[config.mk]
export PLATFORM = sky130hd
export DESIGN_NAME = wave_ctrl
export DESIGN_NICKNAME = d
export VERILOG_FILES = /design/src/rtl/wave_pkg.sv /design/src/rtl/phase_acc.sv /design/src/rtl/wave_ctrl.sv
export SDC_FILE = /design/constraint.sdc
export NUM_CORES = 1
export LEC_CHECK = 0
export BUFFER_PORTS_ARGS = -buffer_cell sky130_fd_sc_hd__buf_2
export CAP_MARGIN = 40
export CORE_MARGIN = 1
export CORE_UTILIZATION = 28
export DETAILED_ROUTE_END_ITERATION = 8
export HOLD_SLACK_MARGIN = 0.1
export PLACE_DENSITY_LB_ADDON = 0.2
export SYNTH_ARGS = -nofsm -noshare
export SYNTH_HDL_FRONTEND = slang
export SYNTH_HIERARCHICAL = 1
export SYNTH_SLANG_ARGS = --single-unit
[constraint.sdc]
create_clock -name clk -period 8.9 [get_ports clk]
set_clock_uncertainty 0.15 [all_clocks]
set_input_delay 1.78 -clock clk [delete_from_list [all_inputs] [get_ports clk]]
set_output_delay 1.78 -clock clk [all_outputs]
set_load 0.005 [all_outputs]
[src/rtl/wave_pkg.sv]
// Shared types for the waveform sequencing controller: opcodes, waveform
// select, controller states and default widths.
package wave_pkg;

  localparam int unsigned PHASE_W_DEF = 24;
  localparam int unsigned ADDR_W_DEF  = 8;

  typedef enum logic [1:0] {
    OP_SET_TW   = 2'd0,
    OP_SET_WAVE = 2'd1,
    OP_SET_STEP = 2'd2,
    OP_SWEEP_TO = 2'd3
  } cmd_op_e;

  typedef enum logic [1:0] {
    WAVE_SINE     = 2'd0,
    WAVE_SQUARE   = 2'd1,
    WAVE_TRIANGLE = 2'd2,
    WAVE_SAW      = 2'd3
  } wave_e;

  typedef enum logic [1:0] {
    ST_IDLE  = 2'd0,
    ST_RUN   = 2'd1,
    ST_PEND  = 2'd2,
    ST_SWEEP = 2'd3
  } state_e;

endpackage

[src/rtl/phase_acc.sv]
// Phase accumulator: register plus adder with enable, clear and carry-out.
// carry is the combinational carry of the pending add; wrap is its registered copy.
module phase_acc #(
  parameter int unsigned W = 24,
  parameter int unsigned A = 8
) (
  input  logic         clk,
  input  logic         rst,
  input  logic         en,
  input  logic         clr,
  input  logic [W-1:0] inc,
  output logic [A-1:0] addr,
  output logic         carry,
  output logic         wrap
);

  logic [W-1:0] acc;
  logic [W:0]   sum;

  assign sum   = {1'b0, acc} + {1'b0, inc};
  assign carry = en & sum[W];
  assign addr  = acc[W-1 -: A];

  always_ff @(posedge clk) begin
    if (rst || clr) begin
      acc  <= '0;
      wrap <= 1'b0;
    end else if (en) begin
      acc  <= sum[W-1:0];
      wrap <= sum[W];
    end else begin
      wrap <= 1'b0;
    end
  end

endmodule

[src/rtl/wave_ctrl.sv]
// Waveform sequencing controller: command staging, wrap-aligned frequency and
// waveform changes, and stepped linear frequency sweeps.
module wave_ctrl
  import wave_pkg::*;
#(
  parameter int unsigned PHASE_W = PHASE_W_DEF,
  parameter int unsigned ADDR_W  = ADDR_W_DEF
) (
  input  logic               clk,
  input  logic               rst,
  input  logic               cmd_valid,
  output logic               cmd_ready,
  input  logic [1:0]         cmd_op,
  input  logic [PHASE_W-1:0] cmd_data,
  output logic [ADDR_W-1:0]  phase_addr,
  output logic [1:0]         wave_sel,
  output logic               wrap,
  output logic               busy,
  output logic [PHASE_W-1:0] tw_active
);

  state_e             state, state_n;
  wave_e              wave_reg, wave_n;
  cmd_op_e            op, stg_op, stg_op_n;
  logic [PHASE_W-1:0] tw_n, step_reg, step_n, sweep_end, end_n;
  logic [PHASE_W-1:0] stg_data, stg_data_n, sweep_tw;
  logic               sweeping, sweeping_n, accept, carry, acc_en, acc_clr;

  assign op        = cmd_op_e'(cmd_op);
  assign cmd_ready = (state != ST_PEND);
  assign accept    = cmd_valid & cmd_ready;
  assign busy      = sweeping;
  assign wave_sel  = wave_reg;
  assign acc_en    = (state != ST_IDLE);

  phase_acc #(
    .W(PHASE_W),
    .A(ADDR_W)
  ) u_acc (
    .clk  (clk),
    .rst  (rst),
    .en   (acc_en),
    .clr  (acc_clr),
    .inc  (tw_active),
    .addr (phase_addr),
    .carry(carry),
    .wrap (wrap)
  );

  // Next sweep tuning word; compares distances first so the step never overshoots or wraps.
  always_comb begin
    sweep_tw = sweep_end;
    if (sweep_end > tw_active) begin
      if (sweep_end - tw_active > step_reg) sweep_tw = tw_active + step_reg;
    end else if (sweep_end < tw_active) begin
      if (tw_active - sweep_end > step_reg) sweep_tw = tw_active - step_reg;
    end
  end

  always_comb begin
    state_n    = state;
    tw_n       = tw_active;
    wave_n     = wave_reg;
    step_n     = step_reg;
    end_n      = sweep_end;
    sweeping_n = sweeping;
    stg_op_n   = stg_op;
    stg_data_n = stg_data;
    acc_clr    = 1'b0;

    if (accept && op == OP_SET_STEP) step_n = cmd_data;

    case (state)
      ST_IDLE: begin
        if (accept && op == OP_SET_TW) begin
          tw_n = cmd_data;
          if (cmd_data != '0) state_n = ST_RUN;
        end else if (accept && op == OP_SET_WAVE) begin
          wave_n = wave_e'(cmd_data[1:0]);
        end
      end
      ST_RUN: begin
        if (accept && (op == OP_SET_TW || op == OP_SET_WAVE)) begin
          stg_op_n   = op;
          stg_data_n = cmd_data;
          state_n    = ST_PEND;
        end else if (accept && op == OP_SWEEP_TO) begin
          if (step_reg != '0 && cmd_data != tw_active) begin
            sweeping_n = 1'b1;
            end_n      = cmd_data;
            state_n    = ST_SWEEP;
          end
        end
      end
      ST_SWEEP: begin
        if (carry) begin
          tw_n = sweep_tw;
          if (sweep_tw == sweep_end) begin
            sweeping_n = 1'b0;
            state_n    = ST_RUN;
          end
        end
        if (accept && op != OP_SET_STEP) begin
          stg_op_n   = op;
          stg_data_n = cmd_data;
          state_n    = ST_PEND;
        end
      end
      ST_PEND: begin
        if (carry) begin
          // A running sweep still steps on this wrap unless the staged command overrides it.
          if (sweeping) begin
            tw_n = sweep_tw;
            if (sweep_tw == sweep_end) sweeping_n = 1'b0;
          end
          case (stg_op)
            OP_SET_TW: begin
              tw_n       = stg_data;
              sweeping_n = 1'b0;
              if (stg_data == '0) begin
                state_n = ST_IDLE;
                acc_clr = 1'b1;
              end else begin
                state_n = ST_RUN;
              end
            end
            OP_SWEEP_TO: begin
              tw_n = tw_active;
              if (step_reg != '0 && stg_data != tw_active) begin
                sweeping_n = 1'b1;
                end_n      = stg_data;
                state_n    = ST_SWEEP;
              end else begin
                sweeping_n = 1'b0;
                state_n    = ST_RUN;
              end
            end
            default: begin
              if (stg_op == OP_SET_WAVE) wave_n = wave_e'(stg_data[1:0]);
              state_n = sweeping_n ? ST_SWEEP : ST_RUN;
            end
          endcase
        end
      end
      default: state_n = ST_IDLE;
    endcase
  end

  always_ff @(posedge clk) begin
    if (rst) begin
      state     <= ST_IDLE;
      tw_active <= '0;
      wave_reg  <= WAVE_SINE;
      step_reg  <= '0;
      sweep_end <= '0;
      sweeping  <= 1'b0;
      stg_op    <= OP_SET_TW;
      stg_data  <= '0;
    end else begin
      state     <= state_n;
      tw_active <= tw_n;
      wave_reg  <= wave_n;
      step_reg  <= step_n;
      sweep_end <= end_n;
      sweeping  <= sweeping_n;
      stg_op    <= stg_op_n;
      stg_data  <= stg_data_n;
    end
  end

endmodule

[Yosys cells after proc, flatten, opt, wreduce, memory -nomap -nowiden]
Cells that the tools add are included.
Storage, ports and cells
  register bits: 128
  output and inout port bits: 37
Cells by class
  add/sub/neg operators: 5
  order comparisons: 4
  equal/unequal tests: 35
  mux-type cells: 60
  bitwise operators: 3
  reduce and logical (&&, ||, !) cells: 30
Operator list (count)
  24-bit two-way mux: 16
  24-bit case mux with 2 select lines: 3
  24-bit greater-than comparator: 3
  24-bit case mux with 3 select lines: 1
  24-bit subtractor: 3
  24-bit inequality test: 2
  24-bit nonzero test: 2
  2-bit inequality test, second input constant: 19
  2-bit two-way mux: 18
  24-bit by 24-bit adder with 25-bit output: 1
  24-bit adder: 1
  24-bit equality test: 1
  24-bit logical NOT: 1
  24-bit < comparator: 1
  7-bit AND reduction: 3
  1-bit two-way mux: 16
  3-bit inequality test, second input constant: 5
  2-bit case mux with 2 select lines: 3
  6-bit AND reduction: 2
  2-bit equality test, second input constant: 5
  1-bit logical AND: 8
  2-bit case mux with 4 select lines: 1
  2-bit nonzero test: 4
  2-bit by 1-bit equality test with 1-bit output, second input constant: 3
  9 further kinds: 15

[Logic depth before layout (Yosys ltp)]
Gate-level depths: netlist of the first run.
  word-level depth: 14
  depth in mapped cells: 32
  depth with buffers taken out: 29

[By module]
Netlist of the first run, hierarchy kept.
Modules (own cells, without submodules)
  wave_ctrl: times used 1, cells an instance 1697, area each 12177.9 um^2
  phase_acc: times used 1, cells an instance 288, area each 2239.6 um^2

[Worst setup path before layout of the first run]
OpenSTA, ideal clock, no wires.
  path type: reg2reg
  start point: register tw_active[1]
  end point: register state[1]
  library setup time: 0.132 ns
  arrival: 6.209 ns
  data required time: 8.618 ns
  slack: 2.409 ns
  cell stages (with the launch flop): 29
  clock period less this slack: 6.491 ns
  cells stage by stage: dfxtp_1 > inv_1 > ha_1 > nor2b_1 > o21ai_0 > a21boi_0 > o21ai_0 > a211o_1 > a21oi_1 > o41a_1 > a21o_1 > o31ai_1 > o21ai_0 > a21oi_1 > xnor2_1 > ha_1 > nand3_1 > or4_1 > or3_1 > o211ai_1 > a31o_2 > buf_2 > buf_2 > nor3_1 > a21oi_1 > nand4_1 > or4_1 > nor4_1 > o32ai_1
On the way
  longest elaborated chain between the ends: 14
  elaborated cells between the ends (all ways): 33
  classes of those cells: add/sub: 5; order compare: 4; eq/ne: 7; mux: 13; bitwise: 1; reduce/logical: 3
Ends and longest elaborated chain
  from (decl): RTL line wave_ctrl.sv:19  | output logic [PHASE_W-1:0] tw_active
  from (signal assigned): RTL line wave_ctrl.sv:161  | tw_active <= tw_n;
  24-bit subtractor: RTL line wave_ctrl.sv:56  | if (tw_active - sweep_end > step_reg) sweep_tw = tw_active - step_reg;
  24-bit greater-than comparator: RTL line wave_ctrl.sv:56
  24-bit two-way mux: RTL line wave_ctrl.sv:56
  24-bit two-way mux: RTL line wave_ctrl.sv:55  | end else if (sweep_end < tw_active) begin
  24-bit two-way mux: RTL line wave_ctrl.sv:53  | if (sweep_end > tw_active) begin
  24-bit equality test: RTL line wave_ctrl.sv:98, wave_ctrl.sv:114
  1-bit two-way mux: RTL line wave_ctrl.sv:114  | if (sweep_tw == sweep_end) sweeping_n = 1'b0;
  1-bit two-way mux: RTL line wave_ctrl.sv:112  | if (sweeping) begin
  1-bit two-way mux: RTL line wave_ctrl.sv:110  | if (carry) begin
  1-bit two-way mux: RTL line wave_ctrl.sv:73  | case (state)
  2-bit two-way mux: RTL line wave_ctrl.sv:140  | state_n = sweeping_n ? ST_SWEEP : ST_RUN;
  2-bit case mux with 2 select lines: RTL line wave_ctrl.sv:116  | case (stg_op)
  2-bit two-way mux: RTL line wave_ctrl.sv:110
  2-bit case mux with 4 select lines: RTL line wave_ctrl.sv:73
  to (signal assigned): RTL line wave_ctrl.sv:160  | state <= state_n;
  to (decl): RTL line wave_ctrl.sv:22  | state_e state, state_n;
Several ways; a longest one is shown, not always the timed one. The select of a mux whose other input is x is not followed.
A chain may end at the register's enable or synchronous reset.

[Worst setup path in the final report of the first run]
  start point: register tw_active[2]
  end point: register sweeping, in the netlist busy
On the way
  longest elaborated chain between the ends: 13
  elaborated cells between the ends (all ways): 32
  classes of those cells: add/sub: 5; order compare: 4; eq/ne: 7; mux: 12; bitwise: 1; reduce/logical: 3
Ends and longest elaborated chain
  24-bit subtractor: RTL line wave_ctrl.sv:56
  24-bit greater-than comparator: RTL line wave_ctrl.sv:56
  24-bit two-way mux: RTL line wave_ctrl.sv:56
  24-bit two-way mux: RTL line wave_ctrl.sv:55
  24-bit two-way mux: RTL line wave_ctrl.sv:53
  24-bit equality test: RTL line wave_ctrl.sv:98, wave_ctrl.sv:114
  1-bit two-way mux: RTL line wave_ctrl.sv:114
  1-bit two-way mux: RTL line wave_ctrl.sv:112
  1-bit two-way mux: RTL line wave_ctrl.sv:110
  1-bit two-way mux: RTL line wave_ctrl.sv:73
  1-bit case mux with 2 select lines: RTL line wave_ctrl.sv:116
  1-bit two-way mux: RTL line wave_ctrl.sv:110
  1-bit case mux with 3 select lines: RTL line wave_ctrl.sv:73
  to (signal assigned): RTL line wave_ctrl.sv:165  | sweeping <= sweeping_n;
  to (decl): RTL line wave_ctrl.sv:27  | logic sweeping, sweeping_n, accept, carry, acc_en, acc_clr;
Several ways; a longest one is shown, not always the timed one. The select of a mux whose other input is x is not followed.

==> results of run 1 <==
-- path summary, 6_finish.rpt --
| check | endpoint | start | cells after the start |
|---|---|---|---|
| worst max register to register | busy | tw_active[2] | 25 |
| worst min-delay path | u_acc/acc[14] | u_acc/acc[14] | 2 |
| worst max-delay path | busy | tw_active[2] | 25 |
| worst min register to register | u_acc/acc[14] | u_acc/acc[14] | 2 |
-- metrics by stage --
step / cell area (um2) / power [W] / utilization [%] / std cells / setup slack [ns]
after floorplan: 14420 / 0.001549 / - / 1985 / 2.409
final: 15990 / 0.002684 / 31.68 / 2669 / 1.012
after global routing: 15990 / 0.002849 / 31.68 / 2669 / 0.3520
after global placement: 15310 / 0.001941 / 30.32 / 2631 / 1.266
after CTS: 15990 / 0.002679 / 31.68 / 2669 / 1.078
after detailed placement: 15400 / 0.001956 / 30.52 / 2637 / 1.115
-- cells in the mapped netlist (34+ instances only) --
cell,n,area (um2)
nor2_1,143,536.8
ha_1,167,2090
xnor2_1,90,788.3
dfxtp_1,128,2562
o21ai_0,76,380.4
nand3_1,34,170.2
nor4_1,37,231.5
xor2_1,48,420.4
nand2_1,269,1010
a21o_1,40,300.3
clkbuf_1,88,330.3
a21oi_1,206,1031
inv_1,119,446.7
-- logic make-up (layout without fill, tap and decap cells) --
family	after synthesis	after routing	share of synthesized area, %
flip-flops	128	128	17.77
XOR/XNOR	138	138	8.383
multiplexers	30	30	2.100
adder cells (fa/ha/maj)	172	172	15.19
AND/OR/NAND/NOR	653	653	21.09
buffers and inverters	241	253	6.726
AO/OA/AOI/OAI	623	623	28.74
-- layer usage --
layer  share of wire, %  up-vias  routed length, um
met5              0.039        -                 24
met4                3.5        6               2108
met3                5.4       90               3279
met2                 45      493              27470
met1                 46     7327              28080
li1                   -     7206                  -
-- worst min-delay path: stages, from the launching register on --
cell and delay [ns]:
dfxtp_1 0.33, nand2_1 0.05, o21ai_0 0.05
-- area by class of cell --
| type | count | area share, % |
|---|---|---|
| Timing Repair Buffer | 98 | 3.936 |
| Sequential cell | 128 | 16.03 |
| Clock inverter | 14 | 0.9858 |
| Multi-Input combinational cell | 1616 | 68.22 |
| Inverter | 123 | 2.887 |
| Clock buffer | 18 | 2.684 |
| Tap cell | 672 | 5.258 |
-- cells in the final DEF, fill, tap and decap left out, types with 20 or more instances in the layout --
cell and instances:
nand2_1 269, a21oi_1 205, ha_1 167, nor2_1 141
dfxtp_1 127, inv_1 119, xnor2_1 90, o21ai_0 76
buf_2 64, xor2_1 48, a21o_1 40, nor4_1 37
nand3_1 34, nand4_1 33, nor3_1 31, o211ai_1 30
a311oi_1 30, mux2i_1 28, buf_4 28, a211oi_1 26
a31oi_1 22, nand2b_1 20
-- report_power, final --
part / internal, W / switching, W / leakage [nW]
clock: 0.000416 / 0.000299 / 0.278
sequential: 0.000591 / 0.0000347 / 1.04
combinational: 0.000499 / 0.000844 / 5.14
==> impl_metrics.env, run 1 <==
export IMPL_hold_ws_ns=0.3113
export IMPL_timing_fmax_mhz=126.8
export IMPL_status="finished, final reports clean"
export IMPL_place_gp_congestion=0.9394
export IMPL_dp_hpwl_mm=49.07
export IMPL_grtUsageMet3_pct=3.293
export IMPL_tns_ns=0
export IMPL_finalNetCount=2185
export IMPL_cts_num_sinks=128
export IMPL_clockBufferDepth=2
export IMPL_routedWlPerCell_um=22.84
export IMPL_crit_family="compound AO/OA/AOI/OAI gates"
export IMPL_area_delta_synth_final_pct=10.92
export IMPL_min_path_type="flop to flop"
export IMPL_first_global_vias=14493
export IMPL_nFillCells=5535
export IMPL_chipHeight_um=228.9
export IMPL_syn_inst=1985
export IMPL_drv_slew=0
export IMPL_antenna_cells=0
export IMPL_total_leakage_power_nw=6.457
export IMPL_setup_viol=0
export IMPL_arrival_ns=8.04
export IMPL_cts_resized=0
export IMPL_area_sequential_um2=2564
export IMPL_firstDrtPassIters=6
export IMPL_use_met2_pct=37.07
export IMPL_yosys_most_used_dff="dfxtp_1"
export IMPL_reg2reg_slack_ns=1.01
export IMPL_post_route_period_util_pct=88.63
export IMPL_synth_avg_cell_area_um2=7.263
export IMPL_cpPeakStageDelay_ns=0.66
export IMPL_ys_seq_area_share_pct=17.77
export IMPL_hold_viol=0
export IMPL_crit_buf_inv=1
export IMPL_syn_nets=2186
export IMPL_vias=15122
export IMPL_grt_max_degree=60
export IMPL_end_kind="flop"
export IMPL_grt_usage_pct=22.91
export IMPL_rows=82
export IMPL_io_buffers=65
export IMPL_first_iter_violations=1363
export IMPL_synth_cell_types=88
export IMPL_ios=66
export IMPL_cts_htree_levels=4
export IMPL_ant_nets=0
export IMPL_p_per_area_nw_per_um2=167.8
export IMPL_multi_input_area_um2=10910
export IMPL_yosys_warnings=6
export IMPL_grt_overflow=0
export IMPL_cts_buffers=17
export IMPL_coreArea_um2=50480
export IMPL_netlist_area_um2=14420
export IMPL_grt_pass1_wl_mm=91.27
export IMPL_cts_setup_buffers=0
export IMPL_grt_met1_usage_pct=30.78
export IMPL_grt_setup_unrepaired="false"
export IMPL_drc=0
export IMPL_crit_type="flop to flop"
export IMPL_crit_path_max_fanout=18
export IMPL_maxCapViolations=0
export IMPL_crit_required_ns=9.05
export IMPL_cts_hold_buffers_added=0
export IMPL_critPathLaunchType="flop"
export IMPL_synth_seq_cells=128
export IMPL_slew_headroom_pct=44.48
export IMPL_crit_slowest_cell="or2_1"
export IMPL_synth_edff_count=0
export IMPL_cp_common_cell="o21ai_0"
export IMPL_cts_tree="yes"
export IMPL_root_buffer="clkbuf_16"
export IMPL_dieArea_um2=52400
export IMPL_layout_min_cycle_time_ns=7.888
export IMPL_drive_gt1_share_pct=8.513
export IMPL_start_util_pct=28.56
export IMPL_async_reset_ff_share_pct=0
export IMPL_ir_drop_mv=0.1393
export IMPL_die_w_um=228.9
export IMPL_wl_mm=60.96
export IMPL_tightest_slew_ns=0.8118
export IMPL_antenna_found_initial=3
export IMPL_grt_busiest_layer="met2"
export IMPL_insertion_delay_ns=0.45
export IMPL_clk_pin_slew_ns=0.06
export IMPL_viasPerCell=5.666
No activity file was read; power rests on OpenSTA's default activity.
==> inputs of run 2 (changes only) <==
Settings changed: ABC_AREA set to 1.
==> run 2 against run 1 <==
Non-clock buffer count rose by 2; sequential cell count did not move; sequential share of layout area fell by 1.8 points; global-route usage rose by 1.4 points; critical path depth rose by 11.
==> impl_metrics.env, run 2 <==
export IMPL_status="finished, final reports clean"
export IMPL_synth_edff_count=0
export IMPL_cpPeakStageDelay_ns=0.83
export IMPL_timing_fmax_mhz=139.5
export IMPL_grt_pass1_wl_mm=108.2
export IMPL_synth_avg_cell_area_um2=5.862
export IMPL_finalNetCount=2993
export IMPL_grt_met1_usage_pct=32.02
export IMPL_insertion_delay_ns=0.47
export IMPL_cts_hold_buffers_added=0
export IMPL_chipHeight_um=243.6
export IMPL_hold_ws_ns=0.2972
export IMPL_async_reset_ff_share_pct=0
export IMPL_crit_buf_inv=2
export IMPL_end_kind="flop"
export IMPL_layout_min_cycle_time_ns=7.166
export IMPL_vias=18138
export IMPL_start_util_pct=28.32
export IMPL_hold_end="wave_sel[0]"
export IMPL_pre_cts_slack_ns=1.776
export IMPL_min_path_type="flop to flop"
export IMPL_cts_htree_levels=4
export IMPL_viasPerCell=5.081
export IMPL_synth_cell_types=55
export IMPL_yosys_warnings=6
export IMPL_ant_nets=0
export IMPL_tightest_slew_ns=0.9836
export IMPL_netlist_area_um2=16340
export IMPL_syn_inst=2787
export IMPL_cp_common_cell="nand2_1"
export IMPL_yosysMostFrequentCell="nand2_1"
export IMPL_synthTopCellsByArea="nand2_1, dfxtp_1, ha_1"
export IMPL_antenna_cells=0
export IMPL_arrival_ns=7.42
export IMPL_die_w_um=243.6
export IMPL_rows=88
export IMPL_cts_buffers=17
export IMPL_grt_usage_pct=24.28
export IMPL_grtUsageMet3_pct=2.082
export IMPL_ios=66
export IMPL_hold_viol=0
export IMPL_post_route_period_util_pct=80.52
export IMPL_area_delta_synth_final_pct=10.02
export IMPL_crit_family="simple AND/OR/NAND/NOR gates"
export IMPL_cts_tree="yes"
export IMPL_critPathLaunchType="flop"
export IMPL_root_buffer="clkbuf_16"
export IMPL_crit_slowest_cell="dfxtp_1"
export IMPL_place_gp_congestion=0.9898
export IMPL_wl_mm=72.89
export IMPL_grt_max_degree=80
export IMPL_worstReg2RegEnd="state[1]"
export IMPL_first_global_vias=17500
export IMPL_ys_seq_area_share_pct=15.68
export IMPL_crit_required_ns=9.15
export IMPL_clk_pin_slew_ns=0.06
export IMPL_min_delay_start="wave_sel[0]"
export IMPL_syn_nets=2988
export IMPL_setup_slack_ns=1.734
export IMPL_slew_headroom_pct=33.82
export IMPL_tns_ns=0
export IMPL_use_met2_pct=40.93
export IMPL_cts_resized=0
export IMPL_drv_slew=0
export IMPL_r2r_start="tw_active[1]"
export IMPL_cts_setup_buffers=0
export IMPL_synth_top_area_share_pct=19.32
export IMPL_maxCapViolations=0
export IMPL_dieArea_um2=59320
export IMPL_cts_num_sinks=128
export IMPL_layout_common_cells="nand2_1, inv_1, a21oi_1, nor2_1, nand3_1"
export IMPL_grt_setup_unrepaired="false"
export IMPL_drive_gt1_share_pct=6.881
export IMPL_final_common_cell="nand2_1"
export IMPL_firstDrtPassIters=8
export IMPL_synth_commonest_cells="nand2_1, inv_1, a21oi_1"
export IMPL_whs_path_depth=2
export IMPL_antenna_found_initial=3
export IMPL_setup_viol=0
export IMPL_yosys_area_top_type="nand2_1"
export IMPL_coreArea_um2=57700
export IMPL_io_buffers=65
export IMPL_reg2reg_slack_ns=1.73
export IMPL_routedWlPerCell_um=20.42
export IMPL_crit_type="flop to flop"
export IMPL_dp_hpwl_mm=59.29
export IMPL_crit_path_max_fanout=27
export IMPL_r2r_cells=36
export IMPL_grt_busiest_layer="met2"
export IMPL_clockBufferDepth=2
export IMPL_grt_overflow=0
export IMPL_synth_seq_cells=128
export IMPL_drc=0
export IMPL_first_iter_violations=1539
export IMPL_yosys_most_used_dff="dfxtp_1"
export IMPL_final_core_util_pct=31.15
run 2: changes by cell type after synthesis, sizes merged, moves of 28 or more:
cell	previous run	this run
nand3	35	207
mux2i	28	0
clkbuf	88	53
nor2	143	222
o21ai	82	158
buf	30	61
a21o	40	7
xnor2	90	35
nand2	269	862
inv	120	412
a311oi	30	1
run 2: worst max-delay path by stage:
stage / start / endpoint / cells after the start
after floorplan: tw_active[1] / busy / 35
after global placement: tw_active[1] / busy / 38
after detailed placement: tw_active[1] / state[1] / 36
after CTS: tw_active[1] / state[1] / 36
after global routing: tw_active[1] / state[1] / 36
final: tw_active[1] / state[1] / 36
run 2: area by class of cell:
cell class / instances / area (um2)
multi-input cells: 2132 / 11600
repair buffers: 100 / 630.6
inverters: 413 / 1550
well taps: 765 / 957.2
flip-flops and latches: 128 / 2562
clock buffers: 20 / 446.7
fillers: 6602 / 39720
clock inverters: 12 / 231.5
run 2: logic make-up after synthesis:
kind of cell,synth area share [%]
and+or+nand+nor,35.50
buffers and inverters,13.36
AOI/OAI and AO/OA,16.65
adders and majority gates,13.40
DFF,15.68
xor gates and xnor gates,5.414
run 2: stage by stage:
step	instance area, um2	instances
global placement	17220	3533
CTS	17970	3570
floorplan	16340	2787
global route	17970	3570
detailed placement	17300	3538
finish	17970	3570
run 2: tightest hold or removal path, stage by stage (launching register included):
cell     delay (ns)
dfxtp_1        0.31
inv_1          0.04
a21oi_1        0.05
run 2: per-layer routing:
metal	wire [um]	part of all wire (%)
met1	32810	45
met3	3514	4.8
met4	2371	3.3
met5	35	0.048
met2	34150	47
Power of run 2 is left out: the tool's default activity adds up to more than one toggle a clock period on the data nets, which glitch-free logic cannot reach.
==> inputs of run 3 (changes only) <==
Clock period 8.9 ns to 7.15 ns, I/O delays scaled along.
==> run 3 against run 2 <==
Setup slack got worse by 0.63 ns; count of clock-buffer cells in the layout down 1; hold slack better by 0.015 ns; routed wire length rose by 2.6%; critical path type unchanged; largest cell class unchanged.
==> impl_metrics.env, run 3 (synthesis gave the netlist of run 2 again) <==
export IMPL_status="finished, final reports clean"
export IMPL_final_common_cell="nand2_1"
export IMPL_first_global_vias=17358
export IMPL_routedWlPerCell_um=20.89
export IMPL_grt_max_degree=80
export IMPL_layout_min_cycle_time_ns=6.050
export IMPL_maxCapViolations=0
export IMPL_cts_buffers=17
export IMPL_rows=88
export IMPL_crit_path_max_fanout=27
export IMPL_cts_num_sinks=128
export IMPL_layout_common_cells="nand2_1, inv_1, a21oi_1, nor2_1, nand3_1"
export IMPL_viasPerCell=5.073
export IMPL_final_core_util_pct=31.09
export IMPL_timing_fmax_mhz=165.3
export IMPL_min_path_type="flop to flop"
export IMPL_drive_gt1_share_pct=7.181
export IMPL_worstReg2RegEnd="state[1]"
export IMPL_wl_mm=74.78
export IMPL_tightest_slew_ns=0.8659
export IMPL_hold_end="wave_sel[1]"
export IMPL_clk_pin_slew_ns=0.07
export IMPL_placed_cells=3547
export IMPL_crit_family="simple AND/OR/NAND/NOR gates"
export IMPL_whs_path_depth=2
export IMPL_grt_pass1_wl_mm=109.0
export IMPL_first_iter_violations=1491
export IMPL_firstDrtPassIters=8
export IMPL_root_buffer="clkbuf_16"
export IMPL_crit_required_ns=7.39
export IMPL_r2r_start="sweep_end[1]"
export IMPL_min_delay_start="wave_sel[1]"
export IMPL_coreArea_um2=57700
export IMPL_slew_headroom_pct=42.28
export IMPL_hold_ws_ns=0.3121
export IMPL_clockBufferDepth=2
export IMPL_chipHeight_um=243.6
export IMPL_insertion_delay_ns=0.46
export IMPL_ant_nets=0
export IMPL_r2r_cells=36
export IMPL_arrival_ns=6.29
export IMPL_ios=66
export IMPL_final_cell_count_no_fill=3579
export IMPL_finalNetCount=3002
export IMPL_area_delta_synth_final_pct=9.802
export IMPL_cts_tree="yes"
export IMPL_cp_common_cell="nand2_1"
export IMPL_antenna_found_initial=7
export IMPL_cts_resized=0
export IMPL_drc=0
export IMPL_reg2reg_slack_ns=1.10
export IMPL_critPathLaunchType="flop"
export IMPL_crit_type="flop to flop"
export IMPL_dp_hpwl_mm=61.59
export IMPL_grt_usage_pct=24.74
export IMPL_tns_ns=0
export IMPL_end_kind="flop"
export IMPL_crit_cells=36
export IMPL_cts_htree_levels=4
export IMPL_die_w_um=243.6
export IMPL_post_route_period_util_pct=84.61
export IMPL_start_util_pct=28.32
export IMPL_grt_setup_unrepaired="false"
export IMPL_setup_viol=0
export IMPL_cpPeakStageDelay_ns=0.49
export IMPL_io_buffers=65
export IMPL_dieArea_um2=59320
export IMPL_vias=18156
export IMPL_crit_buf_inv=4
export IMPL_place_gp_congestion=0.9510
export IMPL_cts_hold_buffers_added=0
export IMPL_hold_viol=0
export IMPL_drv_slew=0
export IMPL_grt_overflow=0
export IMPL_cts_setup_buffers=0
export IMPL_crit_slowest_cell="dfxtp_1"
## run 3: changes by cell type in the layout (fill, tap and decap cells not counted), sizes merged
cell | previous run | this run
bufinv | 6 | 3
clkbuf | 20 | 19
diode | 0 | 1
buf | 100 | 108
clkdlybuf4s15 | 0 | 1
clkinv | 5 | 6
inv | 413 | 414
clkinvlp | 1 | 2
## run 3: cell type report
| class | count | area [um2] |
|---|---|---|
| Fill cell | 6599 | 39760 |
| Inverter | 413 | 1550 |
| Multi-Input combinational cell | 2132 | 11600 |
| Clock buffer | 19 | 442.9 |
| Sequential cell | 128 | 2562 |
| Antenna cell | 1 | 2.502 |
| Tap cell | 765 | 957.2 |
| Timing Repair Buffer | 109 | 669.4 |
| Clock inverter | 12 | 158.9 |
## run 3: how the worst max path moves through the flow
stage	end	startpoint	slack [ns]
3_3_place_gp	busy	sweep_end[1]	1.09
5_1_grt	state[1]	tw_active[2]	0.65
3_5_place_dp	state[1]	sweep_end[1]	1.14
4_1_cts	state[1]	sweep_end[1]	1.11
2_1_floorplan	busy	tw_active[1]	2.20
6_report	state[1]	sweep_end[1]	1.10
## run 3: layer usage
layer / wire length (um) / vias up / GRT usage [%]
li1: - / 8991 / -
met1: 33150 / 8479 / 31.49
met2: 35010 / 560 / 42.27
met3: 3849 / 118 / 3.029
met4: 2722 / 8 / 9.559
met5: 46 / - / 0
## run 3: tightest hold or removal path: stages, from the launching register on
cell and delay, ns:
dfxtp_1 0.32, inv_1 0.05, a21oi_1 0.05
## run 3: metrics by stage
step / worst slack [ns] / area, um2
after floorplan: 2.201 / 16340
after detailed placement: 1.141 / 17340
after global placement: 1.085 / 17280
after CTS: 1.113 / 17940
after global routing: 0.6497 / 17940
final: 1.100 / 17940
Power of run 3 is left out for the same reason.
